===== src/rtl/mc_ctrl_pkg.sv =====
// mc_ctrl_pkg: shared types and encodings for the multi-cycle MIPS-subset
// control sequencer (states, instruction classes, ALU ops, mux selects).
package mc_ctrl_pkg;

  typedef enum logic [3:0] {
    S_INIT, S_FETCH, S_DECODE, S_EXEC_R, S_EXEC_I, S_MEM_ADDR, S_MEM_RD,
    S_MEM_WR, S_WB_R, S_WB_I, S_WB_MEM, S_BRANCH, S_JUMP, S_LUI_WB, S_HALT
  } state_t;

  typedef enum logic [2:0] {
    C_R, C_ORI, C_LW, C_SW, C_BEQ, C_J, C_LUI, C_ILL
  } iclass_t;

  // ALU 2-bit operation encoding
  localparam logic [1:0] ALU_ADD = 2'b00;
  localparam logic [1:0] ALU_SUB = 2'b01;
  localparam logic [1:0] ALU_AND = 2'b10;
  localparam logic [1:0] ALU_OR  = 2'b11;

  // opcodes (IR[31:26])
  localparam logic [5:0] OP_RTYPE = 6'h00;
  localparam logic [5:0] OP_J     = 6'h02;
  localparam logic [5:0] OP_BEQ   = 6'h04;
  localparam logic [5:0] OP_ORI   = 6'h0D;
  localparam logic [5:0] OP_LUI   = 6'h0F;
  localparam logic [5:0] OP_LW    = 6'h23;
  localparam logic [5:0] OP_SW    = 6'h2B;

  // R-type funct (IR[5:0])
  localparam logic [5:0] FN_ADDU = 6'h21;
  localparam logic [5:0] FN_SUBU = 6'h23;
  localparam logic [5:0] FN_AND  = 6'h24;
  localparam logic [5:0] FN_OR   = 6'h25;

  // alu_src_b selects
  localparam logic [1:0] SRCB_REG  = 2'b00;
  localparam logic [1:0] SRCB_FOUR = 2'b01;
  localparam logic [1:0] SRCB_IMM  = 2'b10;
  localparam logic [1:0] SRCB_BOFF = 2'b11;

  // pc_src selects
  localparam logic [1:0] PCSRC_ALU    = 2'b00;
  localparam logic [1:0] PCSRC_ALUOUT = 2'b01;
  localparam logic [1:0] PCSRC_JUMP   = 2'b10;

  // reg_wsrc selects
  localparam logic [1:0] WSRC_ALUOUT = 2'b00;
  localparam logic [1:0] WSRC_MDR    = 2'b01;
  localparam logic [1:0] WSRC_LUI    = 2'b10;

endpackage


===== src/rtl/mc_ctrl_dec.sv =====
// mc_ctrl_dec: combinational instruction classifier. Maps opcode/funct to an
// instruction class and, for R-type, the ALU operation to run in EXEC_R.
module mc_ctrl_dec import mc_ctrl_pkg::*; (
  input  logic [5:0] opcode,
  input  logic [5:0] funct,
  output iclass_t    iclass,
  output logic [1:0] r_op
);

  // classify; anything not in the supported subset falls to C_ILL
  always_comb begin
    iclass = C_ILL;
    r_op   = ALU_ADD;
    case (opcode)
      OP_RTYPE: begin
        case (funct)
          FN_ADDU: begin iclass = C_R; r_op = ALU_ADD; end
          FN_SUBU: begin iclass = C_R; r_op = ALU_SUB; end
          FN_AND:  begin iclass = C_R; r_op = ALU_AND; end
          FN_OR:   begin iclass = C_R; r_op = ALU_OR;  end
          default: iclass = C_ILL;
        endcase
      end
      OP_ORI:  iclass = C_ORI;
      OP_LW:   iclass = C_LW;
      OP_SW:   iclass = C_SW;
      OP_BEQ:  iclass = C_BEQ;
      OP_J:    iclass = C_J;
      OP_LUI:  iclass = C_LUI;
      default: iclass = C_ILL;
    endcase
  end

endmodule


===== src/rtl/mc_ctrl.sv =====
// mc_ctrl: multi-cycle control FSM for the MIPS-subset datapath.
// Define MC_CTRL_ILLEGAL_TRAP_EN to trap illegal instructions into a HALT
// state held until reset; otherwise an illegal instruction retires as a NOP.
module mc_ctrl import mc_ctrl_pkg::*; #(
  parameter int ILLEGAL_OP_LOG = 1
) (
  input  logic       clk,
  input  logic       rst_n,
  input  logic [5:0] opcode,
  input  logic [5:0] funct,
  input  logic       zero,
  input  logic       mem_rdy,
  output logic       pc_we,
  output logic       ir_we,
  output logic       mem_we,
  output logic       mem_re,
  output logic       reg_we,
  output logic [1:0] alu_op,
  output logic       alu_src_a,
  output logic [1:0] alu_src_b,
  output logic       ext_sign,
  output logic [1:0] pc_src,
  output logic       reg_dst,
  output logic [1:0] reg_wsrc,
  output logic       instr_done,
  output logic       illegal
);

  state_t  state, state_nxt;
  iclass_t iclass;
  logic [1:0] r_op;
  logic ill_dec, ill_q;

  mc_ctrl_dec u_dec (
    .opcode (opcode),
    .funct  (funct),
    .iclass (iclass),
    .r_op   (r_op)
  );

  assign ill_dec = (state == S_DECODE) && (iclass == C_ILL);

  // state register; async reset aborts any in-flight instruction
  always_ff @(posedge clk or negedge rst_n) begin
    if (!rst_n) state <= S_INIT;
    else        state <= state_nxt;
  end

  // remembers that an illegal instruction was decoded since reset
  always_ff @(posedge clk or negedge rst_n) begin
    if (!rst_n)       ill_q <= 1'b0;
    else if (ill_dec) ill_q <= 1'b1;
  end

  // illegal shows in the decoding cycle itself, then optionally stays up
  always_comb begin
    illegal = ill_dec | ((ILLEGAL_OP_LOG != 0) & ill_q);
`ifdef MC_CTRL_ILLEGAL_TRAP_EN
    if (state == S_HALT) illegal = 1'b1;
`endif
  end

  // next-state and Moore/Mealy strobes per state
  always_comb begin
    state_nxt  = state;
    pc_we      = 1'b0;
    ir_we      = 1'b0;
    mem_we     = 1'b0;
    mem_re     = 1'b0;
    reg_we     = 1'b0;
    alu_op     = ALU_ADD;
    alu_src_a  = 1'b0;
    alu_src_b  = SRCB_REG;
    ext_sign   = 1'b0;
    pc_src     = PCSRC_ALU;
    reg_dst    = 1'b0;
    reg_wsrc   = WSRC_ALUOUT;
    instr_done = 1'b0;
    case (state)
      S_INIT: state_nxt = S_FETCH;
      S_FETCH: begin
        mem_re    = 1'b1;
        alu_src_b = SRCB_FOUR;
        pc_we     = mem_rdy;
        ir_we     = mem_rdy;
        if (mem_rdy) state_nxt = S_DECODE;
      end
      S_DECODE: begin
        // ALUOut <= PC+4 + branch offset, used later by BRANCH
        alu_src_b = SRCB_BOFF;
        case (iclass)
          C_R:       state_nxt = S_EXEC_R;
          C_ORI:     state_nxt = S_EXEC_I;
          C_LW, C_SW: state_nxt = S_MEM_ADDR;
          C_BEQ:     state_nxt = S_BRANCH;
          C_J:       state_nxt = S_JUMP;
          C_LUI:     state_nxt = S_LUI_WB;
          default: begin
`ifdef MC_CTRL_ILLEGAL_TRAP_EN
            state_nxt = S_HALT;
`else
            state_nxt  = S_FETCH;
            instr_done = 1'b1;
`endif
          end
        endcase
      end
      S_EXEC_R: begin
        alu_src_a = 1'b1;
        alu_op    = r_op;
        state_nxt = S_WB_R;
      end
      S_EXEC_I: begin
        alu_src_a = 1'b1;
        alu_src_b = SRCB_IMM;
        alu_op    = ALU_OR;
        state_nxt = S_WB_I;
      end
      S_MEM_ADDR: begin
        alu_src_a = 1'b1;
        alu_src_b = SRCB_IMM;
        ext_sign  = 1'b1;
        state_nxt = (iclass == C_SW) ? S_MEM_WR : S_MEM_RD;
      end
      S_MEM_RD: begin
        mem_re = 1'b1;
        if (mem_rdy) state_nxt = S_WB_MEM;
      end
      S_MEM_WR: begin
        // held for the whole access; memory commits on the mem_rdy cycle
        mem_we     = 1'b1;
        instr_done = mem_rdy;
        if (mem_rdy) state_nxt = S_FETCH;
      end
      S_WB_R: begin
        reg_we = 1'b1; reg_dst = 1'b1; instr_done = 1'b1; state_nxt = S_FETCH;
      end
      S_WB_I: begin
        reg_we = 1'b1; instr_done = 1'b1; state_nxt = S_FETCH;
      end
      S_WB_MEM: begin
        reg_we = 1'b1; reg_wsrc = WSRC_MDR; instr_done = 1'b1; state_nxt = S_FETCH;
      end
      S_BRANCH: begin
        alu_src_a  = 1'b1;
        alu_op     = ALU_SUB;
        pc_src     = PCSRC_ALUOUT;
        pc_we      = zero;
        instr_done = 1'b1;
        state_nxt  = S_FETCH;
      end
      S_JUMP: begin
        pc_we = 1'b1; pc_src = PCSRC_JUMP; instr_done = 1'b1; state_nxt = S_FETCH;
      end
      S_LUI_WB: begin
        reg_we = 1'b1; reg_wsrc = WSRC_LUI; instr_done = 1'b1; state_nxt = S_FETCH;
      end
      S_HALT: state_nxt = S_HALT;
      default: state_nxt = S_INIT;
    endcase
  end

endmodule


===== config.mk =====
export PLATFORM = sky130hd
export DESIGN_NAME = mc_ctrl
export DESIGN_NICKNAME = d
export VERILOG_FILES = /design/src/rtl/mc_ctrl_pkg.sv /design/src/rtl/mc_ctrl_dec.sv /design/src/rtl/mc_ctrl.sv
export SDC_FILE = /design/constraint.sdc
export NUM_CORES = 1
export LEC_CHECK = 0
export ABC_CLOCK_PERIOD_IN_PS = 4150
export CORE_ASPECT_RATIO = 1.25
export CORE_UTILIZATION = 38
export CTS_CLUSTER_SIZE = 14
export DETAILED_ROUTE_END_ITERATION = 12
export GPL_TIMING_DRIVEN = 1
export PLACE_DENSITY = 0.74
export SLEW_MARGIN = 40
export SYNTH_ARGS = -nofsm -noshare
export SYNTH_HDL_FRONTEND = slang
export SYNTH_HIERARCHICAL = 1
export SYNTH_SLANG_ARGS = --single-unit
export TNS_END_PERCENT = 1

===== constraint.sdc =====
create_clock -name clk -period 4.15 [get_ports clk]
set_clock_uncertainty 0.15 [all_clocks]
set_input_delay 0.415 -clock clk [delete_from_list [all_inputs] [get_ports clk]]
set_output_delay 0.415 -clock clk [all_outputs]
set_load 0.01 [all_outputs]

* After elaboration in Yosys (flattened, before gate mapping)
Index checks and enable logic that the tools add are counted.
Storage, ports and cells: output and inout bits 18, register bits after elaboration 5
Operators by class: muxes and demuxes 24, bitwise logic cells 1, eq/ne operators 34, reductions and logical operators 14
Operators with widths (number):
- equality test 6 bit, second input constant | 6
- one-hot mux 4 bit (9 select lines) | 1
- equality test 4 bit, second input constant | 7
- one-hot mux 4 bit (6 select lines) | 1
- one-hot mux 3 bit (7 select lines) | 1
- one-hot mux 2 bit (3 select lines) | 3
- equality test 4 x 3 -> 1 bit, second input constant | 4
- OR reduction 7 bit | 2
- equality test 3 bit, second input constant | 4
- equality test 6 x 4 -> 1 bit, second input constant | 2
- two-way mux 4 bit | 3
- OR reduction 4 bit | 3
- two-way mux 1 bit | 9
- equality test 4 x 2 -> 1 bit, second input constant | 2
- one-hot mux 2 bit (2 select lines) | 2
- equality test 3 x 2 -> 1 bit, second input constant | 2
- equality test 6 x 2 -> 1 bit, second input constant | 1
- equality test 6 x 3 -> 1 bit, second input constant | 1
- logical NOT 6 bit | 1
- != test 2 bit, second input constant | 3
- one-hot mux 1 bit (3 select lines) | 2
- OR reduction 2 bit | 3
- OR reduction 6 bit | 1
- equality test 4 x 1 -> 1 bit, second input constant | 1
- other kinds (8) | 8

* Depth between registers and ports, before layout
word-level depth 8, gate-level depth with buffers 7, gate-level depth less buffers 7

* By module
The synthesis kept the hierarchy.
By module, submodules not included:
- mc_ctrl | area an instance 570.5 µm², cells an instance 80, instances 1
- mc_ctrl_dec | area an instance 186.4 µm², cells an instance 30, instances 1

* Worst setup path after synthesis
No wires, ideal clock.
path kind input to output, from in opcode[0], to out instr_done, path buffers 0, path slack 1414 ps, stages on the path 7, data required time 3585 ps, data arrival time 2171 ps, path through or3_4 or3_1 o221a_2 o311ai_0 and3_1 a21oi_1 o221ai_1
Between the ends: word-level cells in the longest chain between the ends 6, elaborated cells between the ends (all ways) 18, those cells by class eq/ne: 12; mux: 3; reduce/logical: 3
Ends and longest elaborated chain:
- start, declared | line mc_ctrl.sv:9 | input logic [5:0] opcode,
- equality test 6 x 4 -> 1 bit (tied with other cells) | line mc_ctrl_dec.sv:14 | case (opcode)
- one-hot mux 3 bit (7 select lines) (*) | line mc_ctrl_dec.sv:14
- named net iclass[0] | line mc_ctrl.sv:30 | iclass_t iclass;
- equality test 3 x 2 -> 1 bit (tied with other cells) | line mc_ctrl.sv:91 | case (iclass)
- OR reduction 7 bit (no line) (*)
- two-way mux 1 bit (*) | line mc_ctrl.sv:91
- one-hot mux 1 bit (3 select lines) (*) | line mc_ctrl.sv:79 | case (state)
- end, declared | line mc_ctrl.sv:25 | output logic instr_done,
Mark *: on every way through the listed nets, which the timed path passes. The rest lies on a longest branch.

* Worst setup path in the final report
Ends and elaborated chain as after synthesis.

==> Implementation_results.wiki <==
{| class="wikitable"
! Metric !! Value
|-
| Post-route setup slack || 350 ps
|-
| Synthesis warning total || 6
|-
| Post-detailed-route count of antenna-violating nets || 0
|-
| Fill cell count || 178
|-
| Startpoint-to-endpoint class of the critical path || in2out
|-
| NumNets Final || 157
|-
| Power Density || between 500 and 600 nW/um2
|-
| Max-slew violation total from the final report || 0
|-
| Sequential cell area fraction in the yosys report || between 10% and 20%
|-
| Post-cts repair resize count || 0
|-
| Vias in the first global route || 791
|-
| Area of the core || 1810 um2
|-
| Finished Core Util || 60.8%
|-
| Proportion of register bits with asynchronous set or reset after synthesis || 100%
|-
| Number of iterations in the first detailed-routing pass || 4
|-
| Combined area of all synthesized cells || around 760 um2
|-
| Synth top area cells || dfrtp_1 (17%), nor2_1 (7.4%), nand2b_1 (6.6%)
|-
| Pre-CTS setup slack || ~320 ps
|-
| Result of the run || finished clean
|-
| Path type of the worst min-delay path || in2async
|-
| Detailed-route wire length per cell || 12.8 um
|-
| Total via count after detailed routing || 906
|-
| Pin count of the biggest net entering global routing || 21
|-
| Max-Cap Viols || 0
|-
| Total setup buffers inserted after CTS || 0
|-
| Met1 Track Usage GR || 26.0%
|-
| Hold-fix buffers, CTS || 0
|-
| Flip-flop cell with the highest count after synthesis || dfrtp_1
|-
| Final setup vio count || 0
|-
| Biggest area consumer among synthesized cells || dfrtp_1
|-
| Slew of the pin with the lowest slew margin || 549 ps
|-
| Req. time, crit path || around 3600 ps
|-
| Final hold vios || 0
|-
| Detailed-route DRC error count || 0
|-
| Hold Worst Slack || between 200 and 250 ps
|-
| Final min period || 3800 ps
|-
| Level count of the clock H-tree || 1
|-
| Number of synthesized flops with an enable pin || 0
|-
| Worst vdd ir || 0.239 mV
|-
| Initial antenna violation count || 0
|-
| TritonCTS clock tree || yes
|-
| Most Used Layer, Global Route || met2
|-
| Number of placed instances, taps included || 155
|-
| Share of layout cells above drive strength 1 || 8.57%
|-
| Post-detail-place hpwl || 1550 um
|-
| Unrepaired setup endpoints after global routing || no
|-
| Net count of the mapped netlist || 126
|-
| Fraction of post-synthesis cell area in the top cell type by area || 16.5%
|-
| Wire length of the first global-routing pass || about 3500 um
|-
| GRT overflow || 0
|-
| Final design area excluding fillers || 1100 um2
|-
| Number of cell rows || 17
|-
| Height of the chip || 51.9 um
|-
| Kind of start point of the critical path || input port
|-
| Total Routing Usage GR || a little over a fifth
|-
| Die area || 2180 um2
|-
| GRT met3 Usage || 2.08%
|-
| Syn Inst Count || 110
|-
| Worst path arrival time || 3240 ps
|-
| Fin Setup TNS || 0 ps
|-
| Most numerous cell in the Yosys netlist || nor2_1
|-
| Distinct cells, synth || 42
|-
| Average via count per standard cell || 5.70
|-
| Worst slew slack as a fraction of its limit || 62.8%
|-
| Tot Pwr || 0.614 mW
|-
| Standard cell area after detailed placement || between 1000 and 1500 um2
|-
| Sink count of the clock tree || 5
|-
| Iteration-0 DRC Markers || 19
|-
| Area overhead of the layout relative to synthesis || 45.1%
|-
| Top cells by count, synth || nor2_1 (15), nand2_1 (12), nand2b_1 (8)
|-
| Port-buffer cells || 33
|-
| Post-CTS clock slew at the launch and capture registers of the worst setup and hold paths || 50 ps
|-
| Clock latency of the later-clocked register in the worst-skew pair || 250 ps
|-
| Die width || 41.9 um
|-
| Max Root-Sink Buffers || 2
|-
| Met2 Usage GRT || 37.8%
|-
| Post-synthesis area per instance || 6.88 um2
|-
| Final cell count without fillers || approximately 160
|-
| Total clock buffers created by CTS || 3
|-
| Antenna fix cells || 0
|-
| Final wirelength || 2030 um
|-
| Max Fanout on Critical Path || 6
|-
| Leakage power of the design || 0.398 nW
|-
| Max Freq || 263 MHz
|-
| CTS Root Buffer Type || clkbuf_4
|-
| Initial cell density of the core || 41.9%
|-
| Crit end category || output port
|-
| Top-level port count || 34
|-
| Flip-flop and latch count after synthesis || 5
|-
| Weighted congestion reported at the end of routability-driven placement || about 0.8
|-
| Fin crit share || 91.6%
|}
layout by cell type, fill, tap and decap left out, types with 2 or more instances in the layout:
cell,n
nand2_1,12
nand3_1,3
o21ai_0,3
a31o_2,2
o21ai_1,2
o32ai_1,2
a21oi_1,5
and3_1,2
dfrtp_1,5
clkbuf_4,3
or3_1,3
clkdlybuf4s50_1,33
nor2_1,15
nand3b_1,4
nand2b_1,8
nor2b_1,3
or2_1,2
a21boi_0,2
o32a_1,2
inv_1,7
report_power, final:
group,switching (mW),internal [mW],total (mW)
sequential,0.0761,0.0694,0.146
clock,0.0238,0.0366,0.0604
combinational,0.175,0.233,0.408
worst max-delay path, stage by stage:
cell,delay (ps)
clkdlybuf4s50_1,490
or3_4,420
or3_1,330
o221a_2,250
o311ai_1,170
and3_1,310
a21oi_1,90
o221ai_1,190
clkdlybuf4s50_1,570
metal layers:
| layer | wire (um) | share of wire, % |
|---|---|---|
| met5 | 0 | 0 |
| met4 | 15 | 0.74 |
| met3 | 83 | 4.1 |
| met2 | 1070 | 53 |
| met1 | 857 | 42 |
registers in the layout, summed over array words and instances, names as in the netlist:
| register | count |
|---|---|
| state | 4 |
| ill_q | 1 |
cells by family (layout without fill, tap and decap cells):
| kind of cell | after synthesis | after routing | share of synthesized area, % |
|---|---|---|---|
| xor gates and xnor gates | 1 | 1 | 1.16 |
| AOI/OAI and AO/OA | 32 | 32 | 31.7 |
| buffers and inverters | 14 | 44 | 8.60 |
| and+or+nand+nor | 57 | 57 | 40.5 |
| DFF | 5 | 5 | 16.5 |
| muxes | 1 | 1 | 1.49 |
worst paths after layout:
check                           from          to  slack (ps)  cells past startpoint
setup / recovery           opcode[0]  instr_done         350                      9
hold / removal                 rst_n    state[0]         240                      1
setup reg to reg            state[1]    state[2]        2440                      3
hold reg to reg                ill_q       ill_q         370                      1
max in group asynchronous      rst_n    state[2]        3410                      1
min in group clk               ill_q       ill_q         370                      1
layout make-up:
cell class | count | area, um2 | share of cell area, %
repair buffers | 33 | 330 | 30.1
clock buffers | 4 | 26.3 | 2.39
flip-flops and latches | 5 | 125 | 11.4
multi-input cells | 91 | 567 | 51.6
well taps | 19 | 23.8 | 2.16
inverters | 7 | 26.3 | 2.39
(Power assumes the default switching activity.)
==> edit 1: new RTL, same flow settings <==
Add a define of `MC_CTRL_ILLEGAL_TRAP_EN`.
--- a/src/rtl/mc_ctrl.sv
+++ b/src/rtl/mc_ctrl.sv
@@ -2,4 +2,6 @@
 // Define MC_CTRL_ILLEGAL_TRAP_EN to trap illegal instructions into a HALT
 // state held until reset; otherwise an illegal instruction retires as a NOP.
+`define MC_CTRL_ILLEGAL_TRAP_EN
+
 module mc_ctrl import mc_ctrl_pkg::*; #(
   parameter int ILLEGAL_OP_LOG = 1
Check against the original RTL: not equivalent (Yosys sat finds a counterexample within 4 cycles, from zero or initial values and one cycle with rst_n low).
==> edit 1 against the original RTL <==
  * Total power decreased by 0.65%
  * Wire length rose by 2.3%
  * Sequential share of layout area is 0.19 points lower
  * Cell area rose by 1.7%
  * Sequential cell count did not move
  * Synthesized area increased by 3.3%
  * Worst setup slack better by 0.029 ns
  * Cell count rose by 4.4%
  * Critical path depth unchanged
  * Register-to-register slack improved by 0.17 ns
  * Largest cell class unchanged
  * Largest power group unchanged
  * Highest routed layer unchanged
==> edit 1: results (changes against the original RTL) <==
pwr:
  power.leakage_uw: 0.000407  # +2.2%
  p_int_uw: 333  # -1.8%
  comb_power_share_pct: 66.6  # about the same
  vdd_ir_drop_max_mv: 0.394  # +64%
global_routing:
  grt_pass1_vias: 770  # -2.7%
  gr-usage-met3_pct: 3.79  # +1.7 points
  use_met1_pct: 22.9  # -3.0 points
  grt_usage_pct: 19.2  # -1.9 points
  grt_max_degree: 22  # +4.8%
  grt_first_pass_wirelength_um: 3390  # -3.8%
  met2_usage_pct: 35.1  # -2.6 points
layout:
  fillers: 195  # +9.6%
  nets: 163  # +3.8%
  drive_gt1_share_pct: 8.90  # +0.33 points
logic_synthesis:
  synthTopCellsByArea: "dfrtp_1 16%, nor2_1 7.2%, nand2b_1 6.4%, o21ai_0 4.5%, nand2_1 4.3%"
  synth_common_cells: "15 x nor2_1, 9 x nand2_1, 8 x inv_1, 8 x nand2b_1, 7 x o21ai_0"
  synth_nets: 131  # +4.0%
  ys_types: 43  # +2.4%
  seq_area_frac_synth_pct: 16.0  # -0.53 points
detailed_routing:
  wl_met3_um: 102  # +23%
  wl_met2_um: 1110  # +3.4%
  wl_met1_um: 851  # -0.70%
  wl_per_cell_um: 12.5  # -2.0%
  num_vias: 946  # +4.4%
cts:
  clock_latency_ns: 0.23  # -0.02 ns
timing:
  worst_pin_slew_ns: 0.718  # +0.169 ns
placement:
  place_ws_ns: 0.390  # +0.0746 ns
  place_hpwl_um: 1630  # +5.4%
  placed_area_um2: 1090  # +1.8%
setup_path:
  cp.arrival_ns: 3.21  # -0.03 ns
  max_stage_delay_ns: 0.54  # -0.03 ns
status:
  status: "completed"
## edit 1: changes by cell type after synthesis, moves of 2 or more
cell / before / now
a22oi_1: 1 / 3
buf_2: 4 / 1
buf_4: 0 / 4
clkbuf_1: 2 / 0
nand2_1: 12 / 9
nor3_1: 1 / 4
o21ai_0: 3 / 7
or2_1: 2 / 0
## edit 1: path summary, 6_finish.rpt
check	from	end	slack, ns	depth (start not counted)
worst max-delay path	opcode[0]	illegal	0.38	9
min in group clk	ill_q	ill_q	0.34	1
worst min register to register	ill_q	ill_q	0.34	1
max in group asynchronous	rst_n	state[0]	3.42	1
worst min-delay path	rst_n	state[1]	0.24	1
worst max register to register	state[3]	state[0]	2.61	3
## edit 1: metrics by stage
stage	instances	hold WS (ns)	total power, µW	utilization [%]
floorplan	115	-0.0306	401	-
global placement	162	0.323	554	55.7
detailed placement	162	0.321	559	55.7
CTS	166	0.244	615	57.0
global route	166	0.251	672	57.0
finish	166	0.243	610	57.0
## edit 1: final cells by class
class	instances	area, µm²	area share (%)
Inverter	8	30.0	2.69
Tap cell	20	25.0	2.24
Multi-Input combinational cell	96	581	52.0
Sequential cell	5	125	11.2
Timing Repair Buffer	33	330	29.6
Clock buffer	4	26.3	2.35
## edit 1: logic make-up (layout without fill, tap and decap cells)
kind of cell,count (synthesis),in the layout,share of synthesized area [%]
buf+inv,14,45,9.76
xor+xnor,1,1,1.12
simple gates,59,59,40.5
flops,5,5,16.0
compound gates,36,36,32.6
## edit 1: critical path, delay by kind of cell
family / cells / cell delay, ns
simple gates: 3 / 1.07
buf+inv: 2 / 1.04
compound gates: 4 / 0.68
==> edit 2: new RTL, config.mk and constraints unchanged <==
Made on the original files. Make the reset (`rst_n`) synchronous in 2 clocked blocks. Comments in the files are not updated.
--- a/src/rtl/mc_ctrl.sv
+++ b/src/rtl/mc_ctrl.sv
@@ -42,5 +42,5 @@
 
   // state register; async reset aborts any in-flight instruction
-  always_ff @(posedge clk or negedge rst_n) begin
+  always_ff @(posedge clk) begin
     if (!rst_n) state <= S_INIT;
     else        state <= state_nxt;
@@ -48,5 +48,5 @@
 
   // remembers that an illegal instruction was decoded since reset
-  always_ff @(posedge clk or negedge rst_n) begin
+  always_ff @(posedge clk) begin
     if (!rst_n)       ill_q <= 1'b0;
     else if (ill_dec) ill_q <= 1'b1;
Formal check against the unedited RTL: differs if rst_n is asserted again (counterexample within 4 cycles, from zero or initial values and one cycle with rst_n low); with rst_n held inactive, the same outputs for 10 cycles.
==> edit 2 against the original RTL <==
  * Cell area rose by 0.80%
  * Register-to-register slack got worse by 0.21 ns
  * Synthesized cell count rose by 3.6%
  * Worst setup slack improved by 0.12 ns
  * Sequential cell count did not move
  * Worst hold slack improved by 0.17 ns
  * Synthesized area rose by 2.5%
  * Total power fell by 33%
  * Critical path depth fell by 1
  * Wire length rose by 0.74%
  * Critical endpoint is now alu_op[0]
  * Largest cell class unchanged
==> edit 2: results (changes against the original RTL) <==
status:
  status: "completed"
logic_synthesis:
  synthTopCellsByArea: "dfxtp_1 13%, nand2b_1 7.3%, nand2_1 6.8%, nor2_1 5.3%, a211o_1 3.4%"
  synth_common_cells: "14 x nand2_1, 11 x nor2_1, 9 x nand2b_1"
  ys_types: 45  # +7.1%
  async_flop_share_pct: 0  # -100 points
  yosysWarnings: 6  # unchanged
  seq_area_frac_synth_pct: 12.9  # -3.6 points
  synth_nets: 130  # +3.2%
  synth_ff_type: "dfxtp_1"
global_routing:
  grt_first_pass_wirelength_um: 3420  # -2.8%
  grt_pass1_vias: 854  # +8.0%
  grt_usage_pct: 19.3  # -1.8 points
  antenna_found_initial: 0  # unchanged
  grt_max_degree: 24  # +14%
layout:
  antenna_cells: 0  # unchanged
  nets: 161  # +2.5%
  reg.largest.list: "state: 4 flops, ill_q: 1 flops"
  drive_gt1_share_pct: 8.33  # -0.24 points
cts:
  post_cts_buffers: 0  # unchanged
  ctsResizeCount: 0  # unchanged
  clockBufferDepth: 2  # unchanged
  clock_latency_ns: 0.24
  clk_pin_slew_ns: 0.04
  cts_max_level: 1  # unchanged
  cts_buffers: 3  # unchanged
  cts_root_buf: "clkbuf_4"
detailed_routing:
  num_vias: 947  # +4.5%
  wl_met2_um: 1090  # +1.2%
  wl_met3_um: 97  # +17%
  initialDrtViolationCount: 24  # +5
  drt-total-wl_um: 2040  # +0.74%
  top_layer: "met3"
  wl_met1_um: 861  # +0.47%
  first_pass_iters: 4  # unchanged
setup_path:
  cp.arrival_ns: 3.11  # -0.13 ns
  cp_max_fo: 6  # unchanged
  r2r_slack_ns: 2.23  # -0.21 ns
pwr:
  vdd_ir_drop_max_mv: 0.340  # +42%
  power.leakage_uw: 0.000411  # +3.2%
  p_sw_uw: 172  # -37%
placement:
  placed_area_um2: 1080  # +0.82%
  io_buffers: 33  # unchanged
  gp_congestion: 0.776  # -5.2%
  place_hpwl_um: 1590  # +2.7%
min_path:
  hold_path_class: "reg -> reg"
timing:
  slew-limit-headroom_pct: 51.7  # -11 points
==> edit 2: cell count changes in the layout (fill, tap and decap cells not counted), sizes merged, moves of 3 or more <==
cell   delta
nand2     +3
dfxtp     +5
a211o     +3
dfrtp     -5
nor3      +4
nor2      -4
inv       -3
==> edit 2: layout make-up <==
class,instances,area [µm²]
Multi-Input combinational cell,98,612
Clock buffer,4,26.3
Tap cell,19,23.8
Fill cell,176,743
Timing Repair Buffer,33,330
Inverter,4,15.0
Sequential cell,5,100
==> edit 2: kinds of logic (layout without fill, tap and decap cells) <==
logic type	after synthesis	in the layout	synth area share, %
AND/OR/NAND/NOR	68	68	50.3
AO/OA/AOI/OAI	27	27	25.0
buffers and inverters	11	41	8.22
flip-flops	5	5	12.9
XOR/XNOR	2	2	2.26
multiplexers	1	1	1.29
==> edit 2: worst max-delay path, stage by stage <==
cell and delay [ns]:
clkdlybuf4s50_1 0.49, or3_4 0.43, or3_1 0.34, or3_1 0.34, nor2_1 0.12, nor2_1 0.05, o32ai_1 0.33, clkdlybuf4s50_1 0.60
==> edit 2: worst paths after layout <==
check	start	endpoint	cells after the start
setup / recovery	opcode[0]	alu_op[0]	8
hold / removal	ill_q	ill_q	2
setup reg to reg	state[3]	state[0]	4
hold reg to reg	ill_q	ill_q	2
==> edit 2: power groups by stage <==
stage | logic [µW] | registers (µW) | clock network, µW
after floorplan | 185 | 73.2 | 0
after global placement | 241 | 108 | 0
after detailed placement | 245 | 109 | 0
after CTS | 246 | 108 | 58.7
after global routing | 268 | 113 | 61.9
final | 244 | 109 | 56.8
==> edit 2: metal layers <==
metal / vias to the layer above / global-route usage (%)
li1: 477 / -
met1: 442 / 21.4
met2: 28 / 37.7
met3: 0 / 4.14
met4: 0 / 3.13
met5: - / 0
==> edit 2: metrics by stage <==
step                      util [%]  std cells  hold WS (ns)  worst slack, ns  power, µW
after detailed placement      58.4        159         0.400            0.467        354
after global placement        58.4        159         0.389            0.602        349
after CTS                     59.8        163         0.412            0.455        413
final                         59.8        163         0.412            0.475        410
after floorplan                  -        114         0.381             1.62        258
after global routing          59.8        163         0.439            0.324        443
